==> src/rtl/cpu_ctrl_pkg.sv <==
// Shared types for the multi-cycle controller: state encoding, opcode classes
// and the packed control word that carries every datapath strobe.
package cpu_ctrl_pkg;

  localparam int OPC_W = 4;

  typedef enum logic [3:0] {
    S_IDLE,
    S_F1,
    S_DEC,
    S_F2,
    S_F3,
    S_LD1,
    S_LD2,
    S_ST,
    S_JMP,
    S_EXA,
    S_F2I,
    S_EXI,
    S_WB,
    S_MOV
  } state_t;

  typedef enum logic [2:0] {
    CLS_ALU,
    CLS_MOV,
    CLS_ALUI,
    CLS_LOAD,
    CLS_STORE,
    CLS_JUMP
  } op_class_t;

  localparam logic [OPC_W-1:0] OPC_MOV  = 4'b0110;
  localparam logic [OPC_W-1:0] OPC_ALUI = 4'b0111;

  // ir_op[2:1] after the third byte selects the memory/jump flavour
  localparam logic [1:0] SUB_LOAD  = 2'b00;
  localparam logic [1:0] SUB_STORE = 2'b01;
  localparam logic [1:0] SUB_JUMP  = 2'b10;

  typedef struct packed {
    logic ld_pc;
    logic ld_ir;
    logic ld_tr;
    logic ld_di;
    logic ld_alu;
    logic ld_czn;
    logic sel_mem_src_pc;
    logic sel_mem_src_tr;
    logic mem_write;
    logic sel_pc_src_jump;
    logic sel_ir_3_2;
    logic sel_ir_4_3;
    logic write_reg_en;
    logic sel_rf_write_src_tr_12_5;
    logic sel_write_src_reg1;
    logic sel_write_src_alu;
    logic sel_alu_src_reg1;
    logic sel_alu_src_tr;
    logic sel_czn_src_alu;
    logic sel_czn_src_rf;
  } ctrl_word_t;

  function automatic op_class_t op_class(input logic [OPC_W-1:0] op);
    op_class_t cls;
    if (op[3])                  cls = CLS_ALU;
    else if (op == OPC_MOV)     cls = CLS_MOV;
    else if (op == OPC_ALUI)    cls = CLS_ALUI;
    else if (op[2:1] == SUB_LOAD)  cls = CLS_LOAD;
    else if (op[2:1] == SUB_STORE) cls = CLS_STORE;
    else                        cls = CLS_JUMP;
    return cls;
  endfunction

endpackage

==> src/rtl/ctrl_decoder.sv <==
// Moore output decode: maps the current controller state (and jump_cond while
// in JMP) onto the full set of datapath strobes. Purely combinational.
module ctrl_decoder
  import cpu_ctrl_pkg::*;
(
  input  state_t     state_i,
  input  logic       jump_cond_i,
  output ctrl_word_t ctrl_o
);

  always_comb begin
    ctrl_o = '0;
    case (state_i)
      S_IDLE: ;
      S_F1: begin
        ctrl_o.sel_mem_src_pc = 1'b1;
        ctrl_o.ld_ir          = 1'b1;
        ctrl_o.ld_pc          = 1'b1;
      end
      S_DEC: ;
      S_F2, S_F2I: begin
        ctrl_o.sel_mem_src_pc = 1'b1;
        ctrl_o.ld_tr          = 1'b1;
        ctrl_o.ld_pc          = 1'b1;
      end
      S_F3: begin
        ctrl_o.sel_mem_src_pc = 1'b1;
        ctrl_o.ld_di          = 1'b1;
        ctrl_o.ld_pc          = 1'b1;
      end
      S_LD1: begin
        ctrl_o.sel_mem_src_tr = 1'b1;
        ctrl_o.ld_tr          = 1'b1;
      end
      S_LD2: begin
        ctrl_o.write_reg_en             = 1'b1;
        ctrl_o.sel_rf_write_src_tr_12_5 = 1'b1;
        ctrl_o.sel_ir_4_3               = 1'b1;
      end
      S_ST: begin
        ctrl_o.sel_mem_src_tr = 1'b1;
        ctrl_o.mem_write      = 1'b1;
        ctrl_o.sel_ir_4_3     = 1'b1;
      end
      // Not-taken jumps need no PC load: PC already points past the third byte
      S_JMP: begin
        ctrl_o.sel_pc_src_jump = 1'b1;
        ctrl_o.ld_pc           = jump_cond_i;
      end
      S_EXA: begin
        ctrl_o.sel_alu_src_reg1 = 1'b1;
        ctrl_o.sel_ir_3_2       = 1'b1;
        ctrl_o.ld_alu           = 1'b1;
        ctrl_o.ld_czn           = 1'b1;
        ctrl_o.sel_czn_src_alu  = 1'b1;
      end
      S_EXI: begin
        ctrl_o.sel_alu_src_tr  = 1'b1;
        ctrl_o.sel_ir_3_2      = 1'b1;
        ctrl_o.ld_alu          = 1'b1;
        ctrl_o.ld_czn          = 1'b1;
        ctrl_o.sel_czn_src_alu = 1'b1;
      end
      S_WB: begin
        ctrl_o.write_reg_en      = 1'b1;
        ctrl_o.sel_write_src_alu = 1'b1;
        ctrl_o.sel_ir_3_2        = 1'b1;
      end
      S_MOV: begin
        ctrl_o.write_reg_en       = 1'b1;
        ctrl_o.sel_write_src_reg1 = 1'b1;
        ctrl_o.sel_ir_3_2         = 1'b1;
        ctrl_o.ld_czn             = 1'b1;
        ctrl_o.sel_czn_src_rf     = 1'b1;
      end
      default: ctrl_o = '0;
    endcase
  end

endmodule

==> src/rtl/controller_fsm.sv <==
// Multi-cycle control unit: fetch (1-3 bytes), decode, execute and write-back
// for one instruction at a time. Holds the state register and next-state logic.
module controller_fsm
  import cpu_ctrl_pkg::*;
#(
  parameter int OPCODE_W = 4
) (
  input  logic                clk,
  input  logic                rst,
  input  logic [OPCODE_W-1:0] ir_op,
  input  logic                jump_cond,
  output logic                ld_PC,
  output logic                ld_IR,
  output logic                ld_TR,
  output logic                ld_DI,
  output logic                ld_ALU,
  output logic                ld_CZN,
  output logic                sel_MEM_src_PC,
  output logic                sel_MEM_src_TR,
  output logic                mem_write,
  output logic                sel_PC_src_JUMP,
  output logic                sel_IR_3_2,
  output logic                sel_IR_4_3,
  output logic                write_reg_en,
  output logic                sel_RF_write_src_TR_12_5,
  output logic                sel_writeSRC_reg1,
  output logic                sel_writeSRC_ALU,
  output logic                sel_ALU_src_reg1,
  output logic                sel_ALU_src_TR,
  output logic                sel_CZN_src_ALU,
  output logic                sel_CZN_src_RF
);

  state_t     state_q;
  state_t     state_d;
  op_class_t  op_cls;
  ctrl_word_t ctrl;

  assign op_cls = op_class(ir_op);

  // Async reset drops every strobe immediately, abandoning any instruction
  always_ff @(posedge clk or posedge rst) begin
    if (rst) state_q <= S_IDLE;
    else     state_q <= state_d;
  end

  always_comb begin
    state_d = state_q;
    case (state_q)
      S_IDLE: state_d = S_F1;
      S_F1:   state_d = S_DEC;
      S_DEC: begin
        case (op_cls)
          CLS_ALU:  state_d = S_EXA;
          CLS_MOV:  state_d = S_MOV;
          CLS_ALUI: state_d = S_F2I;
          default:  state_d = S_F2;
        endcase
      end
      S_F2:   state_d = S_F3;
      S_F3: begin
        case (ir_op[2:1])
          SUB_LOAD:  state_d = S_LD1;
          SUB_STORE: state_d = S_ST;
          SUB_JUMP:  state_d = S_JMP;
          default:   state_d = S_F1;
        endcase
      end
      S_LD1:  state_d = S_LD2;
      S_LD2:  state_d = S_F1;
      S_ST:   state_d = S_F1;
      S_JMP:  state_d = S_F1;
      S_EXA:  state_d = S_WB;
      S_F2I:  state_d = S_EXI;
      S_EXI:  state_d = S_WB;
      S_WB:   state_d = S_F1;
      S_MOV:  state_d = S_F1;
      default: state_d = S_IDLE;
    endcase
  end

  ctrl_decoder u_decoder (
    .state_i     (state_q),
    .jump_cond_i (jump_cond),
    .ctrl_o      (ctrl)
  );

  assign ld_PC                    = ctrl.ld_pc;
  assign ld_IR                    = ctrl.ld_ir;
  assign ld_TR                    = ctrl.ld_tr;
  assign ld_DI                    = ctrl.ld_di;
  assign ld_ALU                   = ctrl.ld_alu;
  assign ld_CZN                   = ctrl.ld_czn;
  assign sel_MEM_src_PC           = ctrl.sel_mem_src_pc;
  assign sel_MEM_src_TR           = ctrl.sel_mem_src_tr;
  assign mem_write                = ctrl.mem_write;
  assign sel_PC_src_JUMP          = ctrl.sel_pc_src_jump;
  assign sel_IR_3_2               = ctrl.sel_ir_3_2;
  assign sel_IR_4_3               = ctrl.sel_ir_4_3;
  assign write_reg_en             = ctrl.write_reg_en;
  assign sel_RF_write_src_TR_12_5 = ctrl.sel_rf_write_src_tr_12_5;
  assign sel_writeSRC_reg1        = ctrl.sel_write_src_reg1;
  assign sel_writeSRC_ALU         = ctrl.sel_write_src_alu;
  assign sel_ALU_src_reg1         = ctrl.sel_alu_src_reg1;
  assign sel_ALU_src_TR           = ctrl.sel_alu_src_tr;
  assign sel_CZN_src_ALU          = ctrl.sel_czn_src_alu;
  assign sel_CZN_src_RF           = ctrl.sel_czn_src_rf;

endmodule

==> config.mk <==
export PLATFORM = sky130hd
export DESIGN_NAME = controller_fsm
export DESIGN_NICKNAME = d
export VERILOG_FILES = /design/src/rtl/cpu_ctrl_pkg.sv /design/src/rtl/ctrl_decoder.sv /design/src/rtl/controller_fsm.sv
export SDC_FILE = /design/constraint.sdc
export NUM_CORES = 1
export LEC_CHECK = 0
export BUFFER_PORTS_ARGS = -buffer_cell sky130_fd_sc_hd__buf_2
export CAP_MARGIN = 20
export CORE_AREA = 2 2 39 41
export CTS_CLUSTER_SIZE = 10
export DETAILED_ROUTE_END_ITERATION = 10
export DIE_AREA = 0 0 41 43
export GPL_TIMING_DRIVEN = 0
export PLACE_DENSITY = 0.69
export SYNTH_ARGS = -nofsm -noshare
export SYNTH_HDL_FRONTEND = slang
export SYNTH_SLANG_ARGS = --single-unit
==> constraint.sdc <==
create_clock -name clk -period 1.56 [get_ports clk]
set_input_delay 0.312 -clock clk [delete_from_list [all_inputs] [get_ports clk]]
set_output_delay 0.312 -clock clk [all_outputs]
set_load 0.02 [all_outputs]
==> results.sh <==
export IMPL_status="finished with violations"
export IMPL_violations="setup timing"
export IMPL_synth_top_area_share_pct=20.1
export IMPL_dpl_hpwl_microns=985
export IMPL_fin_ws_ps=-162
export IMPL_fin_cells=129
export IMPL_io_buffers=26
export IMPL_num_rows=14
export IMPL_wl_per_cell_microns=15.9
export IMPL_synth_cells=69
export IMPL_path_cells="buf_6 > or3_1 > o21ai_1 > buf_4"
export IMPL_diodes=0
export IMPL_cts_buffers=3
export IMPL_dieArea_sq_mm=0.00176
export IMPL_die_w_microns=41
export IMPL_vdd_drop_max_v=0.00124
export IMPL_ys_seq_area_share_pct=20.1
export IMPL_die_h_microns=43
export IMPL_synth_top_cell_by_area="dfrtp_1"
export IMPL_cts_htree_levels=1
export IMPL_p_switching_mw=1.15
export IMPL_syn_avg_cell_area_sq_um=7.22
export IMPL_largest_reg_flops=4
export IMPL_gp_congestion=0.798
export IMPL_min_from="ir_op[0]"
export IMPL_rr_startpoint="state_q[2]"
export IMPL_yosysWarnings=0
export IMPL_area_delta_synth_final_pct=114
export IMPL_ant_nets=0
export IMPL_nets=122
export IMPL_ff2ff_setup_slack_ps=290
export IMPL_layout_commonest_cell="buf_6"
export IMPL_coreArea_sq_mm=0.00138
export IMPL_track_usage_pct=22.4
export IMPL_hold_viol_final=0
export IMPL_cp_arrival_ps=1410
export IMPL_grt_pass1_wl_microns=2680
export IMPL_slowest_delay_ps=440
export IMPL_grt_pass1_vias=575
export IMPL_syn_cell_area_sq_um=498
export IMPL_r2r_cells=4
export IMPL_finalCriticalPeriod_ps=1720
export IMPL_clock_latency_ps=230
export IMPL_multiInputGateArea_sq_um=453
export IMPL_vias=682
export IMPL_antenna_found_initial=0
export IMPL_initial_core_util_pct=36.0
export IMPL_p_clk_share_pct=5.0
export IMPL_finish_utilization_pct=76.9
export IMPL_grt_max_degree=11
export IMPL_clock_sinks=4
export IMPL_cts_tree="yes"
export IMPL_hold_end="state_q[0]"
export IMPL_drt_iter0_markers=7
export IMPL_intPower_mw=1.27
export IMPL_dpl_cell_area_sq_um=656
export IMPL_drc=0
export IMPL_drv_slew=0
export IMPL_power_density_mw_per_mm2=2280
export IMPL_layout_common_cells="21 x buf_6, 17 x buf_4, 6 x nor2_1, 6 x buf_2"
export IMPL_fin_worst_skew_ps=1.38
export IMPL_io_pins=27
export IMPL_power_leakage_nw=0.518
export IMPL_critical_path_required_ps=1250
export IMPL_final_area_sq_mm=0.00106
export IMPL_regToRegEndpoint="state_q[2]"
export IMPL_regArea_sq_um=105
export IMPL_cts_buffer_depth=2
export IMPL_timing_setup_critical_path_class="reg2out"
export IMPL_setup_tns_ps=-1540
export IMPL_finalWirelength_microns=2050
export IMPL_p_seq_share_pct=10.1
export IMPL_drt_pass1_iterations=4
export IMPL_clk_pin_slew_ps=30
export IMPL_synthFlopType="dfrtp_1"
export IMPL_hp_class="in2reg"
export IMPL_critPathMaxFanout=6
export IMPL_critPathLaunchType="flop"
export IMPL_drive_gt1_share_pct=66.4
export IMPL_worstSetupEndpointType="output pin"
export IMPL_hold_depth=2
export IMPL_switching_share_pct=47.4
export IMPL_reg_top3="state_q (4)"
export IMPL_regMostFlops="state_q"
export IMPL_dp_cells=111
export IMPL_ys_ff_latch=4
export IMPL_finalCritPeriodShare_pct=110
export IMPL_fillers=88
export IMPL_drv_cap=0
export IMPL_synth_enable_flop_cells=0
export IMPL_syn_nets=76
export IMPL_grt_ovfl_total=0
export IMPL_cpMaxStageDelayCell="dfrtp_2"
export IMPL_yosys_top_cells_area="dfrtp_1 20%, buf_4 7.5%, nor2_1 7.5%"
export IMPL_max_slew_margin_pct=81.5
export IMPL_combPwrFrac_pct=84.9
export IMPL_viasPerCell=5.29
export IMPL_async_reset_ff_share_pct=100
export IMPL_fmax_mhz=581
export IMPL_power_mw=2.42
export IMPL_worst_pin_slew_ps=274
export IMPL_cts_root_buf="clkbuf_4"
export IMPL_rsz0062_at_grt="true"
export IMPL_setup_violations=19
export IMPL_yosysUniqueCellTypes=33
## per-stage QoR
stage                     setup slack [ps]  hold slack (ps)
after floorplan                       2.85             78.1
after global placement               -7.23              190
after detailed placement             -41.8              194
after CTS                             -151              318
after global routing                  -229              330
final                                 -162              333
## layout make-up
| cell class | count | area share [%] |
|---|---|---|
| Clock buffer | 3 | 2.12 |
| Sequential cell | 4 | 9.88 |
| Tap cell | 16 | 1.88 |
| Inverter | 5 | 1.76 |
| Multi-Input combinational cell | 54 | 42.6 |
| Buffer | 5 | 4.59 |
| Timing Repair Buffer | 42 | 37.2 |
## cells in the mapped netlist (2+ instances only)
master	count
buf_4	5
mux2i_1	3
o21ai_1	2
nor2_1	10
nand2_1	2
nor2b_1	2
o21ai_0	2
and2b_1	2
xnor2_1	2
nand2b_1	3
inv_1	4
dfrtp_1	4
a21oi_1	4
and2_1	2
nor3_1	4
## power groups by stage
stage / clock network, mW / registers [mW] / logic, mW
after global placement: 0 / 0.236 / 1.13
after CTS: 0.130 / 0.230 / 1.66
after global routing: 0.132 / 0.251 / 2.16
final: 0.121 / 0.245 / 2.05
after detailed placement: 0 / 0.236 / 1.14
after floorplan: 0 / 0.213 / 0.867
## metal layers
metal / GRT usage (%) / vias up / part of all wire (%)
met4: 13.3 / 0 / 4.6
met1: 29.5 / 325 / 39
met2: 33.4 / 23 / 53
li1: - / 326 / -
met5: 0 / - / 0
met3: 2.09 / 8 / 3.0
## worst max-delay path: cells and delay by family, from the launching register on
family	cells	cell delay (ps)
and+or+nand+nor	1	340
AOI/OAI and AO/OA	1	90
DFF	1	440
buffers and inverters	2	300
## repair_timing
action                                  in CTS  in global routing
resized for setup                           37                 34
pin swaps                                    5                  5
endpoints found under the hold margin        4                  0
setup buffers                               12                  4
endpoints found under the setup margin      19                 20
hold buffers                                 1                  0
## cells by family after synthesis
| logic type | count (synthesis) | share of synthesized area, % |
|---|---|---|
| compound gates | 14 | 17.8 |
| xor+xnor | 2 | 3.52 |
| buf+inv | 11 | 12.3 |
| flops | 4 | 20.1 |
| mux | 3 | 6.03 |
| simple gates | 35 | 40.2 |
## worst max-delay path by stage
| stage | from | to | cells after the start |
|---|---|---|---|
| detailed placement | state_q[3] | ld_TR | 4 |
| floorplan | state_q[1] | ld_IR | 3 |
| global placement | state_q[3] | ld_TR | 4 |
| CTS | state_q[3] | ld_TR | 4 |
| finish | state_q[2] | ld_PC | 4 |
| global route | state_q[3] | sel_MEM_src_PC | 5 |
No activity file was read; power rests on OpenSTA's default activity.
